## src/rtl/btn_pkg.sv

```systemverilog
// Shared FSM encoding and default timing for button_conditioner.
// BUTTON_CONDITIONER_REPEAT_EN enables auto-repeat in the top.
package btn_pkg;

  typedef enum logic [1:0] {
    IDLE         = 2'd0,
    PRESS_WAIT   = 2'd1,
    HELD         = 2'd2,
    RELEASE_WAIT = 2'd3
  } btn_state_e;

  localparam int unsigned DEF_DEBOUNCE_CYCLES = 480000;
  localparam int unsigned DEF_REPEAT_DELAY    = 24000000;
  localparam int unsigned DEF_REPEAT_PERIOD   = 4800000;

  function automatic int unsigned umax(
    input int unsigned a,
    input int unsigned b
  );
    return (a > b) ? a : b;
  endfunction

endpackage

```

## src/rtl/sync_2ff.sv

```systemverilog
// Two-flop synchronizer for a single asynchronous bit.
// Reset clears both stages to 0.
module sync_2ff (
  input  logic clk,
  input  logic rst,
  input  logic d,
  output logic q
);
  logic ff1_q;
  logic ff2_q;

  always_ff @(posedge clk or posedge rst) begin
    if (rst) begin
      ff1_q <= 1'b0;
      ff2_q <= 1'b0;
    end else begin
      ff1_q <= d;
      ff2_q <= ff1_q;
    end
  end

  assign q = ff2_q;
endmodule

```

## src/rtl/button_conditioner.sv

```systemverilog
// Debounced button with press/release strobes.
// Define BUTTON_CONDITIONER_REPEAT_EN for auto-repeat press pulses.
module button_conditioner
  import btn_pkg::*;
#(
  parameter int unsigned DEBOUNCE_CYCLES = DEF_DEBOUNCE_CYCLES,
  parameter int unsigned REPEAT_DELAY    = DEF_REPEAT_DELAY,
  parameter int unsigned REPEAT_PERIOD   = DEF_REPEAT_PERIOD
) (
  input  logic clk,
  input  logic rst,
  input  logic btn_n,
  output logic pressed,
  output logic press_pulse,
  output logic release_pulse
);

  localparam int CW = $clog2(DEBOUNCE_CYCLES + 1);
  localparam logic [CW-1:0] CNT_LAST = CW'(DEBOUNCE_CYCLES - 1);

  if (DEBOUNCE_CYCLES < 2 || DEBOUNCE_CYCLES > 24'hFFFFFF) begin : g_bad_db
    $error("DEBOUNCE_CYCLES out of range");
  end
  if (REPEAT_DELAY < 1 || REPEAT_PERIOD < 1) begin : g_bad_rep
    $error("REPEAT_* must be nonzero");
  end

  logic btn_s;

  sync_2ff u_sync (
    .clk (clk),
    .rst (rst),
    .d   (~btn_n),
    .q   (btn_s)
  );

  btn_state_e    state_q, state_d;
  logic [CW-1:0] cnt_q, cnt_d, cnt_inc;
  logic          pressed_q, pressed_d;
  logic          press_q, press_d;
  logic          rel_q, rel_d;
  logic          fsm_press;
  logic          rpt_pulse;

  assign cnt_inc = (&cnt_q) ? cnt_q : cnt_q + CW'(1);

  always_comb begin
    state_d   = state_q;
    cnt_d     = cnt_q;
    fsm_press = 1'b0;
    rel_d     = 1'b0;
    unique case (state_q)
      IDLE: begin
        if (btn_s) begin
          state_d = PRESS_WAIT;
          cnt_d   = '0;
        end
      end
      PRESS_WAIT: begin
        if (!btn_s) begin
          state_d = IDLE;
          cnt_d   = '0;
        end else if (cnt_q == CNT_LAST) begin
          state_d   = HELD;
          cnt_d     = '0;
          fsm_press = 1'b1;
        end else begin
          cnt_d = cnt_inc;
        end
      end
      HELD: begin
        if (!btn_s) begin
          state_d = RELEASE_WAIT;
          cnt_d   = '0;
        end
      end
      RELEASE_WAIT: begin
        if (btn_s) begin
          state_d = HELD;
          cnt_d   = '0;
        end else if (cnt_q == CNT_LAST) begin
          state_d = IDLE;
          cnt_d   = '0;
          rel_d   = 1'b1;
        end else begin
          cnt_d = cnt_inc;
        end
      end
      default: begin
        state_d = IDLE;
        cnt_d   = '0;
      end
    endcase
  end

`ifdef BUTTON_CONDITIONER_REPEAT_EN
  localparam int HW =
    $clog2(umax(REPEAT_DELAY, REPEAT_PERIOD) + 1);
  localparam logic [HW-1:0] DLY_LAST = HW'(REPEAT_DELAY - 1);
  localparam logic [HW-1:0] PER_LAST = HW'(REPEAT_PERIOD - 1);

  logic [HW-1:0] hold_q, hold_d, hold_tgt;
  logic          rep_q, rep_d;

  assign hold_tgt = rep_q ? PER_LAST : DLY_LAST;

  // Counts only while HELD persists; RELEASE_WAIT leaves it paused.
  always_comb begin
    hold_d    = hold_q;
    rep_d     = rep_q;
    rpt_pulse = 1'b0;
    if (fsm_press || state_d == IDLE) begin
      hold_d = '0;
      rep_d  = 1'b0;
    end else if (state_q == HELD && state_d == HELD) begin
      if (hold_q == hold_tgt) begin
        hold_d    = '0;
        rep_d     = 1'b1;
        rpt_pulse = 1'b1;
      end else if (!(&hold_q)) begin
        hold_d = hold_q + HW'(1);
      end
    end
  end

  always_ff @(posedge clk or posedge rst) begin
    if (rst) begin
      hold_q <= '0;
      rep_q  <= 1'b0;
    end else begin
      hold_q <= hold_d;
      rep_q  <= rep_d;
    end
  end
`else
  assign rpt_pulse = 1'b0;
`endif

  assign press_d   = fsm_press | rpt_pulse;
  assign pressed_d = (state_d == HELD) ||
                     (state_d == RELEASE_WAIT);

  always_ff @(posedge clk or posedge rst) begin
    if (rst) begin
      state_q   <= IDLE;
      cnt_q     <= '0;
      pressed_q <= 1'b0;
      press_q   <= 1'b0;
      rel_q     <= 1'b0;
    end else begin
      state_q   <= state_d;
      cnt_q     <= cnt_d;
      pressed_q <= pressed_d;
      press_q   <= press_d;
      rel_q     <= rel_d;
    end
  end

  assign pressed       = pressed_q;
  assign press_pulse   = press_q;
  assign release_pulse = rel_q;

endmodule

```

## config.mk

```make
export PLATFORM = sky130hd
export DESIGN_NAME = button_conditioner
export DESIGN_NICKNAME = d
export VERILOG_FILES = /design/src/rtl/btn_pkg.sv /design/src/rtl/sync_2ff.sv /design/src/rtl/button_conditioner.sv
export SDC_FILE = /design/constraint.sdc
export NUM_CORES = 1
export LEC_CHECK = 0
export CORE_ASPECT_RATIO = 0.5
export CORE_UTILIZATION = 53
export CTS_CLUSTER_SIZE = 40
export DETAILED_ROUTE_END_ITERATION = 10
export GPL_ROUTABILITY_DRIVEN = 0
export PLACE_DENSITY = 0.74
export SYNTH_ARGS = -nofsm -noshare
export SYNTH_HDL_FRONTEND = slang
export SYNTH_SLANG_ARGS = --single-unit
```

## constraint.sdc

```tcl
create_clock -name clk -period 2.2 [get_ports clk]
set_input_delay 0.33 -clock clk [delete_from_list [all_inputs] [get_ports clk]]
set_output_delay 0.33 -clock clk [all_outputs]
set_load 0.05 [all_outputs]
```

==> results of run 1 <==
## path summary, 6_finish.rpt
kind                              start  depth (start not counted)           end
min                        u_sync.ff1_q                          0      u_sync.q
max in group asynchronous           rst                          3      cnt_q[4]
max reg2reg                    cnt_q[0]                          6      cnt_q[3]
min in group asynchronous           rst                          3  u_sync.ff1_q
max                            cnt_q[0]                          6      cnt_q[3]
min reg2reg                u_sync.ff1_q                          0      u_sync.q
## sequential cells by signal (all words and copies together) (netlist names)
name	flops
cnt_q	19
state_q	2
press_pulse	1
pressed	1
release_pulse	1
u_sync.ff1_q	1
u_sync.q	1
## report_power, final
part | internal [mW] | switching, mW | leakage [nW] | total, mW
Clock | 0.244 | 0.153 | 0.0357 | 0.397
Sequential | 0.500 | 0.0321 | 0.354 | 0.532
Combinational | 0.0416 | 0.0543 | 0.350 | 0.0959
Total | 0.786 | 0.240 | 0.739 | 1.03
## what timing repair did
item	4_1_cts	5_1_grt
setup endpoints to repair	0	7
buffers inserted	0	5
resized for setup	0	0
## final cells by class
class,count,area [µm²],share of cell area (%)
Sequential cell,26,651,38.5
Clock buffer,3,41.3,2.44
Tap cell,37,46.3,2.74
Inverter,6,22.5,1.33
Timing Repair Buffer,20,163,9.63
Clock inverter,1,30.0,1.78
Multi-Input combinational cell,110,736,43.6
## synthesized netlist by cell type, drive strengths merged (2+ instances only)
master | n | area share, %
clkbuf | 2 | 0.68
nor3b | 3 | 1.5
nor2 | 5 | 1.3
o21ai | 8 | 2.7
nand3 | 10 | 3.4
nor3 | 4 | 1.4
o211ai | 3 | 1.5
and2 | 4 | 1.7
mux2 | 2 | 1.5
inv | 6 | 1.5
a31oi | 12 | 5.1
nand2 | 10 | 2.5
nor4 | 2 | 1.9
or2 | 2 | 0.84
buf | 5 | 3.6
a21o | 5 | 2.5
or3 | 2 | 0.84
a21oi | 12 | 4.1
or4 | 4 | 2.5
nand4 | 4 | 2.7
dfrtp | 26 | 44
## cells by family after synthesis
kind of cell | share of synthesized area [%]
flip-flops | 43.9
buffers and inverters | 6.42
XOR/XNOR | 0.591
adder cells (fa/ha/maj) | 0.844
AND/OR/NAND/NOR | 22.9
multiplexers | 1.52
AO/OA/AOI/OAI | 23.8
## worst max-delay path: cells and delay by family (launching register included)
family / cells / cell delay [ns]
DFF: 1 / 0.44
and+or+nand+nor: 5 / 1.30
adders and majority gates: 1 / 0.24
## metal layers
layer	track usage, %	vias up	share of wire (%)
met4	6.25	0	0.42
met5	0	-	0
met2	36.2	37	41
met3	6.28	2	6.9
met1	31.6	595	52
li1	-	605	-
## metrics by stage
step           worst slack [ns]  util, %  cells  instance area (µm²)
3_5_place_dp              0.178     60.3    194                 1580
3_3_place_gp              0.199     60.3    194                 1580
6_report                  0.149     64.5    203                 1690
4_1_cts                   0.142     63.1    198                 1650
2_1_floorplan             0.193        -    150                 1480
5_1_grt                  0.0175     64.5    203                 1690
==> out/results.ini, run 1 <==
[run_status]
status = finished clean

[clocking]
cts_tree = built
numCtsBuffers = 3
cts.clk_slew.worst_paths_ns = 0.09
ctsHtreeMaxLevel = 1
cts_sinks = 26
clock_latency_ns = 0.27
clockRootBuffer = clkbuf_8
clock_path_buffers = 2
cts_hold_buf = 0

[die]
initial_core_util_pct = 56.6
coreArea_mm2 = 0.00262
die_w_um = 76.8
die_area_mm2 = 0.00302
ios = 6
num_rows = 13
die_h_um = 39.4

[synthesis]
synthFlopType = dfrtp_1
synth_area_per_cell_um2 = 9.88
yosys_register_bits = 26
synth_seq_area_share_pct = 43.9
synth_cell_types = 46
yosysWarningCount = 0
synthArstFlopShare_pct = 100
synthesis.nets = 154
synth_edf_count = 0
syn-instance-count = 150
synth.cell_area_mm2 = 0.00148

[routing]
first_pass_iters = 4
vias = 1239
drcViolationCount = 0
drtIter0Drc = 129
post_drt_wl_per_cell_um = 15.4
via_per_inst = 6.10
drtAntennaViolNets = 0
wirelength_um = 3120

[timing]
fin_skew_ns = 0.00270
rsz0062_at_grt = no
period_share_pct = 93.2
max_freq_ghz = 0.488
slew_headroom_pct = 59.5
hold_violations = 0
maxSlewViolCount = 0
worst_pin_slew_ns = 0.605
timing.hold.ws_ns = 0.364
tns_ns = 0
setup_violations = 0
min_period_ns = 2.05

[pwr]
p_leak_nw = 0.739
totalPowerFinal_mw = 1.03
powerDensity_mw_per_mm2 = 607
peakVddDrop_uv = 322

[grt]
grt.total_usage_pct = 23.1
grt_pass1_wl_um = 5110
antenna_found_initial = 0
grt_max_degree = 27
gr-total-overflow = 0
grt_pass1_vias = 1079

[finish]
layout_common_cells = dfrtp_1 (26), buf_4 (15), a21oi_1 (12), a31oi_1 (12)
drive_above_1_share_pct = 18.1
fillCellCount = 218
area_growth_pct = 14.0
layout_commonest_cell = dfrtp_1
num_antenna_cells = 0
finalNetCount = 171

[run]
maxCapViolations = 0

[worst_setup_path]
cp.required_ns = 2.41
crit_type = register to register
cp_cell_sequence = ha_1, and4_1, and2_1, and2_0, or4_1, nand3_1
crit_path_max_fanout = 7
r2r_setup_slack_ns = 0.15
slowest_delay_ns = 0.51
startpoint_type = register
arrival_ns = 2.26
crit_slowest_cell = or4_1
cp-end-kind = register

[min_path]
hold_path_class = register to register

[placed_design]
io_buffer_count = 5
hpwl_um = 2170

Power figures use the tool's default switching activity.
==> run 2: changes to the inputs <==
--- a/config.mk
+++ b/config.mk
@@ -5,12 +5,12 @@
 export SDC_FILE = /design/constraint.sdc
 export NUM_CORES = 1
 export LEC_CHECK = 0
-export CORE_ASPECT_RATIO = 0.5
-export CORE_UTILIZATION = 53
+export CORE_MARGIN = 2
+export CORE_UTILIZATION = 64
 export CTS_CLUSTER_SIZE = 40
 export DETAILED_ROUTE_END_ITERATION = 10
 export GPL_ROUTABILITY_DRIVEN = 0
-export PLACE_DENSITY = 0.74
+export PLACE_DENSITY = 0.83
 export SYNTH_ARGS = -nofsm -noshare
 export SYNTH_HDL_FRONTEND = slang
 export SYNTH_SLANG_ARGS = --single-unit
==> constraint.sdc (replaced) <==
create_clock -name clk -period 2.6 [get_ports clk]
set_input_delay 0.39 -clock clk [delete_from_list [all_inputs] [get_ports clk]]
set_output_delay 0.39 -clock clk [all_outputs]
set_load 0.05 [all_outputs]
==> run 2 against run 1 <==
Die area fell by 10%. Clock skew rose by 0.011 ns. Utilization rose by 7.1 points. Sequential share of layout area rose by 2.9 points. Flip-flop and latch count did not move. Clock power fell by 30%. Largest power group unchanged. Fmax fell by 15%. Power fell by 22%. Worst hold slack improved by 0.015 ns. Critical endpoint is now cnt_q[4]. Critical path type unchanged.
==> out/results.ini, run 2 (same netlist as run 1, synthesis figures left out) <==
[run_status]
status = finished clean

[clocking]
cts_sinks = 26  ; unchanged
numCtsBuffers = 3  ; unchanged
clockRootBuffer = clkbuf_4
ctsHtreeMaxLevel = 1  ; unchanged
cts_setup_buffers = 0  ; unchanged
cts_hold_buf = 0  ; unchanged
cts_tree = built
cts_resized = 0  ; unchanged
cts.clk_slew.worst_paths_ns = 0.15  ; +0.06 ns
clock_path_buffers = 2  ; unchanged
clock_latency_ns = 0.33  ; +0.06 ns

[grt]
grt-busiest-layer = met2
grtUsageMet1_pct = 35.0  ; +3.4 points
grt_pass1_vias = 1157  ; +7.2%
met2_usage_pct = 42.0  ; +5.8 points
grt.total_usage_pct = 25.3  ; +2.2 points
grt_max_degree = 27  ; unchanged
gr-total-overflow = 0  ; unchanged
grtUsageMet3_pct = 2.59  ; -3.7 points
antenna_found_initial = 0  ; unchanged
grt_pass1_wl_um = 5110  ; unchanged

[finish]
final_cell_count_no_fill = 182  ; -10%
finalNetCount = 159  ; -7.0%
largest_reg_flops = 19  ; unchanged
largestRegisters = cnt_q x19, state_q x2
layout_common_cells = dfrtp_1 (26), a21oi_1 (12), a31oi_1 (12)
num_antenna_cells = 0  ; unchanged
area_growth_pct = 5.91
drive_above_1_share_pct = 11.7  ; -6.4 points
top_register = cnt_q
layout_commonest_cell = dfrtp_1

[pwr]
p_leak_nw = 0.671  ; -9.2%
powerDensity_mw_per_mm2 = 512  ; -16%
totalPowerFinal_mw = 0.803  ; -22%
peakVddDrop_uv = 388  ; +20%

[worst_setup_path]
cp.required_ns = 2.85  ; +0.44 ns
r2r_end = cnt_q[4]
arrival_ns = 2.67  ; +0.41 ns
r2r.worst_path.cells = 6  ; unchanged
startpoint_type = register
r2r_start = cnt_q[0]
r2r_setup_slack_ns = 0.18  ; +0.03 ns
cp-end-kind = register
crit_path_max_fanout = 19  ; +12
crit_type = register to register

[timing]
max_freq_ghz = 0.412  ; -15%
rsz0062_at_grt = no
tns_ns = 0  ; unchanged
fin_skew_ns = 0.0136  ; +0.0109 ns
min_period_ns = 2.42  ; +0.373 ns
timing.hold.ws_ns = 0.379  ; +0.0149 ns
final.setup.worst_slack_ns = 0.176  ; +0.0267 ns
worst_pin_slew_ns = 0.690  ; +0.0853 ns
slew_headroom_pct = 54.0  ; -5.5 points
maxSlewViolCount = 0  ; unchanged
period_share_pct = 93.3  ; about the same
hold_violations = 0  ; unchanged
setup_violations = 0  ; unchanged

[placed_design]
hpwl_um = 2160  ; -0.64%
io_buffer_count = 5  ; unchanged
pre_cts_slack_ns = 0.227  ; +0.0490 ns
placed_cells = 178  ; -8.2%

[die]
ios = 6  ; unchanged
initial_core_util_pct = 67.6  ; +11 points
die_area_mm2 = 0.00272  ; -10%
coreArea_mm2 = 0.00219  ; -16%
num_rows = 17  ; +4
die_h_um = 52.1  ; +32%
die_w_um = 52.1  ; -32%

[routing]
drtAntennaViolNets = 0  ; unchanged
drcViolationCount = 0  ; unchanged
wirelength_um = 3070  ; -1.5%
drtIter0Drc = 64  ; -50%
vias = 1221  ; -1.5%
via_per_inst = 6.71  ; +9.9%
post_drt_wl_per_cell_um = 16.9  ; +9.9%
first_pass_iters = 4  ; unchanged

[run]
maxCapViolations = 0  ; unchanged

[min_path]
hold_path_class = input port to asynchronous set/reset pin

[run 2: report_power, final]
part	total (mW)	switching [mW]	leakage, nW	internal (mW)
clock network	0.279	0.123	0.0279	0.156
logic	0.0724	0.0435	0.290	0.0289
registers	0.451	0.0276	0.354	0.424
[run 2: per-stage QoR]
step / util [%] / cell area (µm²)
floorplan: - / 1480
global placement: 69.2 / 1520
detailed placement: 69.2 / 1520
CTS: 71.6 / 1570
global route: 71.6 / 1570
finish: 71.6 / 1570
[run 2: worst max-delay path by stage]
stage                         from        end  slack (ns)  depth (start not counted)
after global placement    cnt_q[0]   cnt_q[8]        0.36                          6
after global routing      cnt_q[0]  cnt_q[13]        0.02                          6
after CTS                 cnt_q[0]   cnt_q[4]        0.23                          6
final                     cnt_q[0]   cnt_q[4]        0.18                          6
after floorplan           cnt_q[0]   cnt_q[6]        0.59                          8
after detailed placement  cnt_q[0]   cnt_q[4]        0.23                          6
[run 2: layout make-up]
class / instances / area [µm²]
Clock inverter: 1 / 30.0
Multi-Input combinational cell: 110 / 736
Clock buffer: 3 / 22.5
Sequential cell: 26 / 651
Timing Repair Buffer: 8 / 72.6
Tap cell: 28 / 35.0
Fill cell: 152 / 622
Inverter: 6 / 22.5
[run 2: per-layer routing]
layer | part of all wire, % | up-vias
met2 | 48 | 38
met5 | 0 | -
li1 | - | 585
met1 | 46 | 592
met3 | 4.4 | 6
met4 | 1.4 | 0
[run 2: critical path, cell delays in order, from the launching register on]
cell,delay [ns]
dfrtp_1,0.46
ha_1,0.33
and4_1,0.26
nand2_1,0.26
o31a_1,0.64
o21ai_0,0.21
a31oi_1,0.20
